**src/rtl/apb_master_bridge.sv**
```systemverilog
// apb_master_bridge: single-master APB controller. It converts processor
// load/store requests into APB SETUP/ACCESS transfers across NUM_SLAVES
// slaves, decodes the slave index from the address, and terminates
// unacknowledged transfers with a watchdog.
module apb_master_bridge #(
    parameter int NUM_SLAVES = 4,
    parameter int SEL_LSB    = 12,
    parameter int TIMEOUT    = 16
) (
    input  logic                     PCLK,
    input  logic                     PRESET,
    input  logic                     cpu_req,
    input  logic                     cpu_we,
    input  logic [31:0]              cpu_addr,
    input  logic [31:0]              cpu_wdata,
    output logic                     cpu_busy,
    output logic                     cpu_ready,
    output logic [31:0]              cpu_rdata,
    output logic                     cpu_err,
    output logic [31:0]              PADDR,
    output logic                     PWRITE,
    output logic [31:0]              PWDATA,
    output logic [NUM_SLAVES-1:0]    PSEL,
    output logic                     PENABLE,
    input  logic [32*NUM_SLAVES-1:0] PRDATA_in,
    input  logic [NUM_SLAVES-1:0]    PREADY_in,
    input  logic [NUM_SLAVES-1:0]    PSLVERR_in
);

    typedef enum logic [1:0] {IDLE, SETUP, ACCESS, DECERR} state_t;

    localparam logic [3:0] SLAVE_COUNT = 4'(NUM_SLAVES);
    localparam logic [7:0] COUNT_LAST  = 8'(TIMEOUT - 1);

    state_t      state;
    state_t      state_next;
    logic [2:0]  idx;
    logic [7:0]  count;
    logic [2:0]  addr_idx;
    logic        accept;
    logic        xfer_done;
    logic        timeout_hit;
    logic        bus_active;
    logic        sel_ready;
    logic        sel_slverr;
    logic [31:0] sel_rdata;

    assign addr_idx   = cpu_addr[SEL_LSB+2:SEL_LSB];
    assign bus_active = (state == SETUP) || (state == ACCESS);
    assign PENABLE    = (state == ACCESS);
    assign cpu_busy   = (state != IDLE);

    // State register; reset is asynchronous so an in-flight transfer aborts at once.
    always_ff @(posedge PCLK or posedge PRESET) begin
        // NOTE: sequential state uses non-blocking assignments so every register
        // samples pre-edge values regardless of statement order.
        if (PRESET) state <= IDLE;
        else        state <= state_next;
    end

    // Next-state decode plus the one-cycle event strobes used by the datapath.
    always_comb begin
        // NOTE: every output of this block gets a default first; a path that
        // leaves one unassigned would infer a latch.
        state_next  = state;
        accept      = 1'b0;
        xfer_done   = 1'b0;
        timeout_hit = 1'b0;
        case (state)
            IDLE: begin
                if (cpu_req) begin
                    accept     = 1'b1;
                    state_next = ({1'b0, addr_idx} < SLAVE_COUNT) ? SETUP : DECERR;
                end
            end
            SETUP:  state_next = ACCESS;
            ACCESS: begin
                // An acknowledge in the final allowed cycle wins over the watchdog.
                if (sel_ready) begin
                    xfer_done  = 1'b1;
                    state_next = IDLE;
                end else if (count == COUNT_LAST) begin
                    timeout_hit = 1'b1;
                    state_next  = IDLE;
                end
            end
            DECERR: state_next = IDLE;
            default: state_next = IDLE;
        endcase
    end

    // One-hot select and response mux; unselected slaves never reach the requester.
    always_comb begin
        PSEL       = '0;
        sel_ready  = 1'b0;
        sel_slverr = 1'b0;
        sel_rdata  = '0;
        for (int i = 0; i < NUM_SLAVES; i++) begin
            if (idx == 3'(i)) begin
                PSEL[i]    = bus_active;
                sel_ready  = PREADY_in[i];
                sel_slverr = PSLVERR_in[i];
                sel_rdata  = PRDATA_in[32*i +: 32];
            end
        end
    end

    // Request latches, watchdog counter and registered completion response.
    always_ff @(posedge PCLK or posedge PRESET) begin
        if (PRESET) begin
            PADDR     <= '0;
            PWRITE    <= 1'b0;
            PWDATA    <= '0;
            idx       <= '0;
            count     <= '0;
            cpu_ready <= 1'b0;
            cpu_err   <= 1'b0;
            cpu_rdata <= '0;
        end else begin
            cpu_ready <= 1'b0;

            if (accept) begin
                PADDR  <= cpu_addr;
                PWRITE <= cpu_we;
                PWDATA <= cpu_wdata;
                idx    <= addr_idx;
            end

            if (accept)                count <= '0;
            else if (state == ACCESS)  count <= count + 8'd1;

            if (xfer_done) begin
                cpu_ready <= 1'b1;
                cpu_err   <= sel_slverr;
                cpu_rdata <= PWRITE ? 32'd0 : sel_rdata;
            end else if (timeout_hit || (state == DECERR)) begin
                cpu_ready <= 1'b1;
                cpu_err   <= 1'b1;
                cpu_rdata <= 32'd0;
            end
        end
    end

endmodule

```
**config.mk**
```make
export PLATFORM = sky130hd
export DESIGN_NAME = apb_master_bridge
export DESIGN_NICKNAME = d
export VERILOG_FILES = /design/src/rtl/apb_master_bridge.sv
export SDC_FILE = /design/constraint.sdc
export NUM_CORES = 1
export LEC_CHECK = 0
export BUFFER_PORTS_ARGS = -buffer_cell sky130_fd_sc_hd__buf_4
export CORE_MARGIN = 2
export CORE_UTILIZATION = 28
export DETAILED_ROUTE_END_ITERATION = 10
export GPL_TIMING_DRIVEN = 0
export HOLD_SLACK_MARGIN = 0.08
export SLEW_MARGIN = 40
export SYNTH_ARGS = -nofsm -noshare
export SYNTH_HDL_FRONTEND = slang
export SYNTH_SLANG_ARGS = --single-unit
```
**constraint.sdc**
```tcl
create_clock -name PCLK -period 5.7 [get_ports PCLK]
set_input_delay 1.71 -clock PCLK [delete_from_list [all_inputs] [get_ports PCLK]]
set_output_delay 1.71 -clock PCLK [all_outputs]
set_load 0.01 [all_outputs]
```
Word-level counts from Yosys, hierarchy flattened
Cells that the tools add are included.

word-level totals
  flip-flop bits (word level) = 112
  input port bits = 204
  output and inout port bits = 105
  word-level logic and storage cells = 65

operators by class
  add/sub/neg operators = 1
  order comparisons = 1
  equal/unequal tests = 9
  mux-type cells = 37
  reduce and logical (&&, ||, !) cells = 8

operators by type and width
  operator             count
  $mux 32              7
  $mux 1               23
  $mux 8               2
  $add 8x1->8 const B  1
  $eq 8x4->1 const B   1
  $mux 2               4
  $pmux 2 s4           1
  $eq 3x2->1 const B   2
  $reduce_bool 2->1    3
  $eq 2x2->1 const B   2
  $eq 3x1->1 const B   1
  $logic_not 3->1      1
  $lt 3x3->1 const B   1
  $ne 3x1->1 const B   1
  $eq 2x1->1 const B   1
  $logic_not 2->1      1
  $logic_or 1x1->1     2
  $ne 2x2->1 const B   1
  $reduce_and 2->1     1

Logic depth before layout (Yosys ltp)
Gate-level depths: netlist of run 1.

  word-level depth = 10
  mapped depth = 7

Worst setup path after synthesis of run 1
No wires, ideal clock.

  kind = reg-to-output
  start = reg, netlist name PADDR[13]
  end = out PSEL[3]
  data arrival time = 1229 ps
  setup slack = 2761 ps
  stages on the path, launching flop included = 4
  cells stage by stage = dfrtp_1 -> buf_2 -> buf_1 -> and3_1

RTL lines
  item              RTL line  text
  end: declaration  23        output logic [NUM_SLAVES-1:0] PSEL,

==> metrics, run 1 <==
synth-to-layout area growth 58.3%; RSZ-0062 raised after global routing false; vias per cell 4.66; postcts setup bufs 0; Fin Clk Skew ~13 ps; 1st-iter DRT viols 72; Synth Instances 323; fin area approximately 8000 um^2; Worst EP arrival 1880 ps; All-Layer GR Usage between 10% and 20%; GR Overflow Total 0; count of flip-flops with a built-in enable after synthesis 0; max cap viols 0; fin nets 853; Ys Warns 0; Seq/Total Area, Yosys between 50% and 60%; Top FF cell, synth dfrtp_1; Final Non-Filler Cells a little under 900; routed len/inst between 15 and 20 um; Core Rows approximately 50; CTS max path bufs 2; Num CTS Buffers 9; vias post-DR roughly 4100; syn avg cell area between 15 and 20 um^2; total die area ~19000 um^2; global-route wire length before repair around 23000 um; Tmin final approximately 3600 ps; cell chain of the critical path buf_2 -> buf_1 -> and3b_1 -> buf_4; Clk network pwr share 17.0%; net switching power roughly 1300 uW; area of the core 17900 um^2; most frequent cells in the layout 309 x buf_4, 109 x dfrtp_1, 66 x mux2_2; critical path class flop to primary output; Fmax roughly 280 MHz; final period utilization a little over three fifths; Comb power frac about half; relative slew slack 49.8%; RePlAce Congestion roughly 0.78; most common library cell in the layout ignoring fill and taps buf_4; leakage between 0.003 and 0.004 uW; HP Class flop to flop; ANT cells 0; CTS tree built; outcome finished clean; R2R Setup Slk around 3500 ps; Peak supply drop between 0.0002 and 0.00025 V; Cell Area, Synth around 5100 um^2; CP Launch Type flop; Hold Fails Final Rpt 0; initial antenna violation count 0; total detailed-routing wirelength 14600 um; Seq cells post-synth approximately 110; Async S/R FF share, synth 100%; Placed Area a little under 8000 um^2; I/O Pins 309; synth unique cells 35; critical path's slowest cell dfrtp_1; endpoint class of the critical path primary output; Pre-antenna DRT Iters 4; Power Internal 2570 uW; Hold-fix buffers, CTS 0; H-tree levels 3; ANT nets after route 0; largest net degree at the start of global routing 63; Die W about 140 um; syn nets between 500 and 600; sequential share of power approximately 34%; layout cells sized above 1 between 60% and 70%; DRC 0; WP data required 3990 ps; crit-path max cell delay 470 ps; Clock transition at path regs 70 ps; dpl ws about 2300 ps; effective utilization at floorplan between 20% and 30%; Final WS setup 2110 ps; clk root buf clkbuf_16; Num Clock Sinks about 110; IO buf count 308; Sw Share between 30 and 40%; crit path max fanout 10; # setup viols final 0; Skew-Pair Late Insertion Delay 350 ps; vias in the first global route about 4600; PwrDens 480 nW/um^2; dpl hpwl about 12000 um; dpl cells ~860; actual slew at the worst max-slew pin about 750 ps; die height about 140 um; post-cts sizing count 0; Slew Limit Fails 0
## path summary, 6_finish.rpt
path | endpoint | start | cells past startpoint
worst max-delay path | PSEL[1] | PADDR[13] | 4
worst min-delay path | PADDR[29] | PADDR[29] | 1
worst max register to register | PWDATA[0] | state[0] | 6
worst min register to register | PADDR[29] | PADDR[29] | 1
max in group asynchronous | count[5] | PRESET | 3
min in group asynchronous | cpu_rdata[11] | PRESET | 2
## power by group through the flow
stage / Sequential, uW / Clock, uW / Combinational, uW
4_1_cts: 1310 / 682 / 1940
5_1_grt: 1350 / 720 / 2050
3_3_place_gp: 1300 / 0 / 1900
3_5_place_dp: 1320 / 0 / 1940
2_1_floorplan: 1440 / 0 / 944
6_report: 1300 / 656 / 1900
## synthesized netlist by cell type, types with 3 or more instances
master,number,share of area (%)
a22o_1,32,5.5
buf_2,11,1.1
buf_6,6,1.3
clkbuf_1,4,0.30
dfrtp_1,109,54
ha_1,6,1.5
inv_1,7,0.52
mux2_2,66,15
mux2i_1,5,0.99
mux4_2,33,15
nand2_1,4,0.30
nand4_1,3,0.37
nor2_1,7,0.52
xor2_1,4,0.69
## stage by stage
step	hold WS, ps	util [%]	TNS (ps)	power [uW]
after detailed placement	495	43.1	0	3260
after global routing	530	44.9	0	4130
final	509	44.9	0	3860
after global placement	491	42.9	-12750	3200
after CTS	513	44.9	0	3930
after floorplan	513	-	0	2380
## metal layers
layer,global-route usage (%),part of all wire (%),vias to the layer above
met5,0,0,-
li1,-,-,1875
met1,17.6,39,2004
met3,4.04,7.6,9
met4,4.09,0.99,0
met2,28.2,52,200
## critical path, delay by kind of cell (launching register included)
family,cells,cell delay (ps)
buffers and inverters,3,820
AND/OR/NAND/NOR,1,240
flip-flops,1,470
## area by class of cell
type                       count  area (um^2)
clock inverter                 5         63.8
tap                          229          287
sequential                   109         2730
inverter                       7         33.8
clock buffer                  11          253
multi-input combinational    184         2190
timing repair buffer         309         2340
fill                        1672         9860
buffer                        23          149
## flip-flops by register name, summed over array words and instances, names as in the netlist
| register | cells |
|---|---|
| PWDATA | 32 |
| cpu_ready | 1 |
| PWRITE | 1 |
| count | 8 |
| cpu_rdata | 32 |
| cpu_err | 1 |
| PADDR | 32 |
| state | 2 |
## logic make-up (layout without fill, tap and decap cells)
logic type	Yosys count	in the layout	synth area share (%)
XOR/XNOR	5	5	0.862
multiplexers	104	104	30.2
adder cells (fa/ha/maj)	6	6	1.48
AND/OR/NAND/NOR	29	29	3.52
flip-flops	109	109	53.7
buffers and inverters	30	355	3.45
AO/OA/AOI/OAI	40	40	6.75
Note: power is estimated with default switching activity, not from simulation.
==> inputs of run 2 (changes only) <==
clock period = 2.9 ns   (was 5.7 ns; I/O delays follow)
==> metrics, run 2 (same netlist as run 1, synthesis figures left out) <==
outcome finished clean (unchanged); effective utilization at floorplan 28.4% (unchanged); max cap viols 0 (unchanged); Sw Share 34.2% (was 33.3%); fillcell total 1679 (was 1672); RSZ-0062 raised after global routing false (unchanged); synth-to-layout area growth 59.0% (was 58.3%); Num CTS Buffers 9 (unchanged); net switching power 2570 uW (was 1290 uW); I/O Pins 309 (unchanged); Comb power frac 50.4% (was 49.3%); CP Depth 4 (unchanged); RePlAce Congestion 0.867 (was 0.783); Tmin final between 2000 and 3000 ps; fin nets 857 (was 853); Clk network pwr share 15.5% (was 17.0%); most common library cell in the layout ignoring fill and taps buf_4 (unchanged); Skew-Pair Late Insertion Delay 350 ps (about the same); most frequent cells in the layout 309 x buf_4, 109 x dfrtp_1, 66 x mux2_2 (unchanged); Tot Pwr 7530 uW (was 3860 uW); Slew Limit Fails 0 (unchanged); post-cts sizing count 0 (unchanged); ANT nets after route 0 (unchanged); critical path class flop to primary output (unchanged); Worst EP arrival 1900 ps (was 1880 ps); postcts setup bufs 0 (unchanged); endpoint class of the critical path primary output (unchanged); CTS tree built (unchanged); clk root buf clkbuf_16 (unchanged); crit-path max cell delay 450 ps (was 470 ps); HP Class primary input to asynchronous set/reset pin (was flop to flop); worst reg2reg path depth 6 (unchanged); die height 139 um (unchanged); Num Clock Sinks 109 (unchanged); vias post-DR 4118 (was 4088); Pre-antenna DRT Iters 4 (unchanged); Core Rows 49 (unchanged); Final WS setup 126 ps (was 2110 ps); initial antenna violation count 0 (unchanged); CP Launch Type flop (unchanged); GR Overflow Total 0 (unchanged); total detailed-routing wirelength 16400 um (was 14600 um); sequential share of power 34.2% (was 33.7%); actual slew at the worst max-slew pin 707 ps (was 747 ps); ANT cells 0 (unchanged); DRC 0 (unchanged); 1st-iter DRT viols 84 (was 72); Hold-fix buffers, CTS 0 (unchanged); Hold Fails Final Rpt 0 (unchanged); cell chain of the critical path buf_2 -> buf_1 -> and3b_1 -> buf_4 (unchanged); PwrDens 932 nW/um^2 (was 480 nW/um^2); Die W 139 um (unchanged); CTS max path bufs 2 (unchanged); IO buf count 308 (unchanged); dpl ws 251 ps (was 2300 ps); leakage 0.00391 uW (was 0.00390 uW); Power Internal 4960 uW (was 2570 uW); CP delay by family, top buffers and inverters (unchanged); vias in the first global route 4564 (was 4557); WP buf/inv 3 (unchanged); relative slew slack 52.4% (was 49.8%); Clock transition at path regs 80 ps (was 70 ps); Finished Core Util 45.1% (was 44.9%); critical path's slowest cell dfrtp_1 (unchanged); area of the core 17900 um^2 (unchanged); dpl hpwl 13800 um (was 12000 um); Top Registers PADDR x32, PWDATA x32, cpu_rdata x32 (unchanged); final period utilization a little over nine tenths; All-Layer GR Usage 16.9% (was 15.3%); H-tree levels 3 (unchanged); Fmax roughly 360 MHz; crit path max fanout 10 (unchanged); # setup viols final 0 (unchanged); largest net degree at the start of global routing 27 (was 63); routed len/inst 18.7 um (was 16.7 um); global-route wire length before repair 25400 um (was 23400 um); vias per cell 4.67 (was 4.66); layout cells sized above 1 68.9% (was 69.0%); Fin Clk Skew 11.5 ps (was 13.4 ps); WP data required 2030 ps (was 3990 ps); Peak supply drop 0.000417 V (was 0.000218 V); total die area 19200 um^2 (unchanged)
run 2: changes by cell type in the layout (fill, tap and decap cells not counted), sizes merged:
cell and change:
bufinv -1, clkbuf +1, buf +4, inv -3
clkinvlp +3
run 2: area by class of cell:
cell class	instances	area [um^2]	share of cell area [%]
plain buffers	23	149	1.84
repair buffers	313	2420	30.0
well taps	229	287	3.55
multi-input cells	184	2190	27.1
clock inverters	4	31.3	0.387
clock buffers	12	246	3.05
flip-flops and latches	109	2730	33.8
inverters	7	30.0	0.372
run 2: through the flow:
step | hold slack, ps | cells | setup TNS (ps) | cell area, um^2
finish | 500 | 881 | 0 | 8080
global route | 501 | 881 | 0 | 8080
floorplan | 513 | 323 | 0 | 5080
CTS | 485 | 881 | 0 | 8070
global placement | 492 | 860 | -385 | 7680
detailed placement | 492 | 865 | 0 | 7790
run 2: per-layer routing:
metal | GRT usage, % | share of wire, % | vias to the layer above
met5 | 0 | 0 | -
met4 | 5.42 | 1.6 | 0
met3 | 3.97 | 7.3 | 18
met2 | 30.2 | 52 | 205
met1 | 20.1 | 39 | 2016
li1 | - | - | 1879
run 2: worst paths after layout:
path | startpoint | end | slack [ps]
worst max-delay path | PADDR[13] | PSEL[1] | 130
worst min-delay path | PRESET | PADDR[27] | 500
worst max register to register | state[1] | PWDATA[1] | 610
worst min register to register | cpu_rdata[31] | cpu_rdata[31] | 510
max in group asynchronous | PRESET | cpu_rdata[22] | 1630
min in group PCLK | cpu_rdata[31] | cpu_rdata[31] | 510
run 2: power groups by stage:
stage	combinational, uW	sequential (uW)	clock, uW
after global placement	3750	2570	0
after global routing	4070	2670	1280
final	3790	2570	1160
after floorplan	1860	2820	0
after CTS	3860	2580	1210
after detailed placement	3860	2610	0
run 2: worst reg2reg max path: stages, from the launching register on:
cell      delay (ps)
dfrtp_1          410
inv_1            130
ha_1             170
and2_1           120
clkbuf_1         510
clkbuf_1         450
mux2_2           390
==> inputs of run 3 (changes only) <==
==> constraint.sdc (replaced) <==
create_clock -name PCLK -period 2.9 [get_ports PCLK]
set_input_delay 0.145 -clock PCLK [delete_from_list [all_inputs] [get_ports PCLK]]
set_output_delay 0.145 -clock PCLK [all_outputs]
set_load 0.01 [all_outputs]
==> metrics, run 3 (same netlist as run 1, synthesis figures left out) <==
hold endpoint state[1]; R2R Setup Slk 600 ps (was 610 ps); outcome finished clean (unchanged); CTS tree built (unchanged); crit path max fanout 10 (unchanged); global-route wire length before repair 26800 um (was 25400 um); Clock transition at path regs 70 ps (was 80 ps); CP Launch Type flop (unchanged); Hold-fix buffers, CTS 66 (was 0); # setup viols final 0 (unchanged); Hold Fails Final Rpt 0 (unchanged); Final Non-Filler Cells 947 (was 881); IO buf count 308 (unchanged); Power Internal 5020 uW (was 4960 uW); Placed Area 7790 um^2 (unchanged); layout cells sized above 1 62.5% (was 68.9%); All-Layer GR Usage 17.7% (was 16.9%); Reg2Reg Capture Point PWDATA[0] (was PWDATA[1]); vias in the first global route 4920 (was 4564); HP Class primary input to flop (was primary input to asynchronous set/reset pin); relative slew slack 50.7% (was 52.4%); critical path's slowest cell clkbuf_1 (was dfrtp_1); Tmin final 2300 ps (was 2770 ps); largest net degree at the start of global routing 27 (unchanged); vias post-DR 4364 (was 4118); Skew-Pair Late Insertion Delay 350 ps (about the same); area of the core 17900 um^2 (unchanged); fillcell total 1600 (was 1679); RePlAce Congestion 0.867 (unchanged); worst reg2reg path depth 6 (unchanged); total detailed-routing wirelength 17200 um (was 16400 um); CTS max path bufs 2 (unchanged); I/O Pins 309 (unchanged); WP buf/inv 3 (unchanged); net switching power 2600 uW (was 2570 uW); max cap viols 0 (unchanged); H-tree levels 3 (unchanged); most common library cell in the layout ignoring fill and taps buf_4 (unchanged); dpl cells 865 (unchanged); actual slew at the worst max-slew pin 732 ps (was 707 ps); routed len/inst 18.1 um (was 18.7 um); Reg area 2730 um^2 (unchanged); Worst EP arrival 2530 ps (was 1900 ps); clk root buf clkbuf_16 (unchanged); Slew Limit Fails 0 (unchanged); effective utilization at floorplan 28.4% (unchanged); sequential share of power 33.8% (was 34.2%); crit-path max cell delay 500 ps (was 450 ps); Final WS setup 604 ps (was 126 ps); cell chain of the critical path inv_1 -> ha_1 -> and2_1 -> clkbuf_1 -> clkbuf_1 -> mux2_2 (was buf_2 -> buf_1 -> and3b_1 -> buf_4); most frequent cells in the layout 309 x buf_4, 109 x dfrtp_1, 66 x mux2_2, 66 x dlygate4sd3_1, 33 x mux4_2 (was 309 x buf_4, 109 x dfrtp_1, 66 x mux2_2); Sw Share 34.2% (about the same); Pre-antenna DRT Iters 4 (unchanged); CP most frequent cell clkbuf_1; hold depth 3; synth-to-layout area growth 72.0% (was 59.0%); Die W 139 um (unchanged); GR Overflow Total 0 (unchanged); total die area 19200 um^2 (unchanged); area of the multi-input gates 2190 um^2 (unchanged); RSZ-0062 raised after global routing false (unchanged); setup TNS 0 ps (unchanged); Hold Crit Start cpu_req; WP data required 3130 ps (was 2030 ps); post-cts sizing count 0 (unchanged); fin nets 923 (was 857); vias per cell 4.61 (was 4.67); worst reg2reg path startpoint state[1] (unchanged); die height 139 um (unchanged); Tot Pwr 7620 uW (was 7530 uW); Comb power frac 51.0% (was 50.4%); ANT nets after route 0 (unchanged); dpl ws 517 ps (was 251 ps); ANT cells 0 (unchanged); Core Rows 49 (unchanged); Peak supply drop 0.000428 V (was 0.000417 V); postcts setup bufs 0 (unchanged); critical path class flop to flop (was flop to primary output); Num CTS Buffers 9 (unchanged); dpl hpwl 13800 um (unchanged); Clk network pwr share 15.2% (was 15.5%); Fin Clk Skew 11.6 ps (was 11.5 ps); endpoint class of the critical path flop (was primary output); initial antenna violation count 0 (unchanged); fin area 8740 um^2 (was 8080 um^2); Fmax 436 MHz (was 360 MHz); leakage 0.00418 uW (was 0.00391 uW); DRC 0 (unchanged); final period utilization 79.2% (was 95.7%); CP delay by family, top buffers and inverters (unchanged); Num Clock Sinks 109 (unchanged); 1st-iter DRT viols 91 (was 84); Top Registers PADDR x32, PWDATA x32, cpu_rdata x32 (unchanged); PwrDens 872 nW/um^2 (was 932 nW/um^2)
## run 3: changes by cell type in the layout (fill, tap and decap cells not counted), sizes merged
cell / previous run / this run
dlygate4sd3: 0 / 66
## run 3: routing by layer
layer  wire length [um]  share of wire (%)  global-route usage (%)
met1               6790                 40                    21.3
met2               8970                 52                    32.2
met3               1140                6.6                    3.56
met4                269                1.6                    5.42
met5                  0                  0                       0
## run 3: how the worst max path moves through the flow
stage,from,to,slack (ps),cells past startpoint
after floorplan,state[0],state[0],1040,6
after global placement,state[0],PWDATA[1],630,6
after detailed placement,state[1],PWDATA[1],520,6
after CTS,state[1],PWDATA[1],510,6
after global routing,state[1],PWDATA[0],400,6
final,state[1],PWDATA[0],600,6
## run 3: power by group through the flow
stage	Clock, uW	Combinational [uW]	Sequential [uW]
floorplan	0	1860	2820
global placement	0	3750	2570
detailed placement	0	3860	2610
CTS	1210	3930	2580
global route	1280	4160	2670
finish	1160	3880	2580
## run 3: stage by stage
stage / hold WS, ps / utilization (%)
3_3_place_gp: 379 / 42.9
2_1_floorplan: 297 / -
6_report: 167 / 48.8
5_1_grt: 169 / 48.8
4_1_cts: 149 / 48.8
3_5_place_dp: 140 / 43.5
## run 3: cell type report
type | instances | share of cell area, %
Inverter | 7 | 0.344
Buffer | 23 | 1.70
Timing Repair Buffer | 379 | 35.3
Clock buffer | 12 | 2.82
Sequential cell | 109 | 31.2
Multi-Input combinational cell | 184 | 25.0
Tap cell | 229 | 3.28
Clock inverter | 4 | 0.358
## run 3: tightest hold or removal path, cell delays in order
cell     delay (ps)
buf_4            90
o32ai_1         110
mux2i_1         130
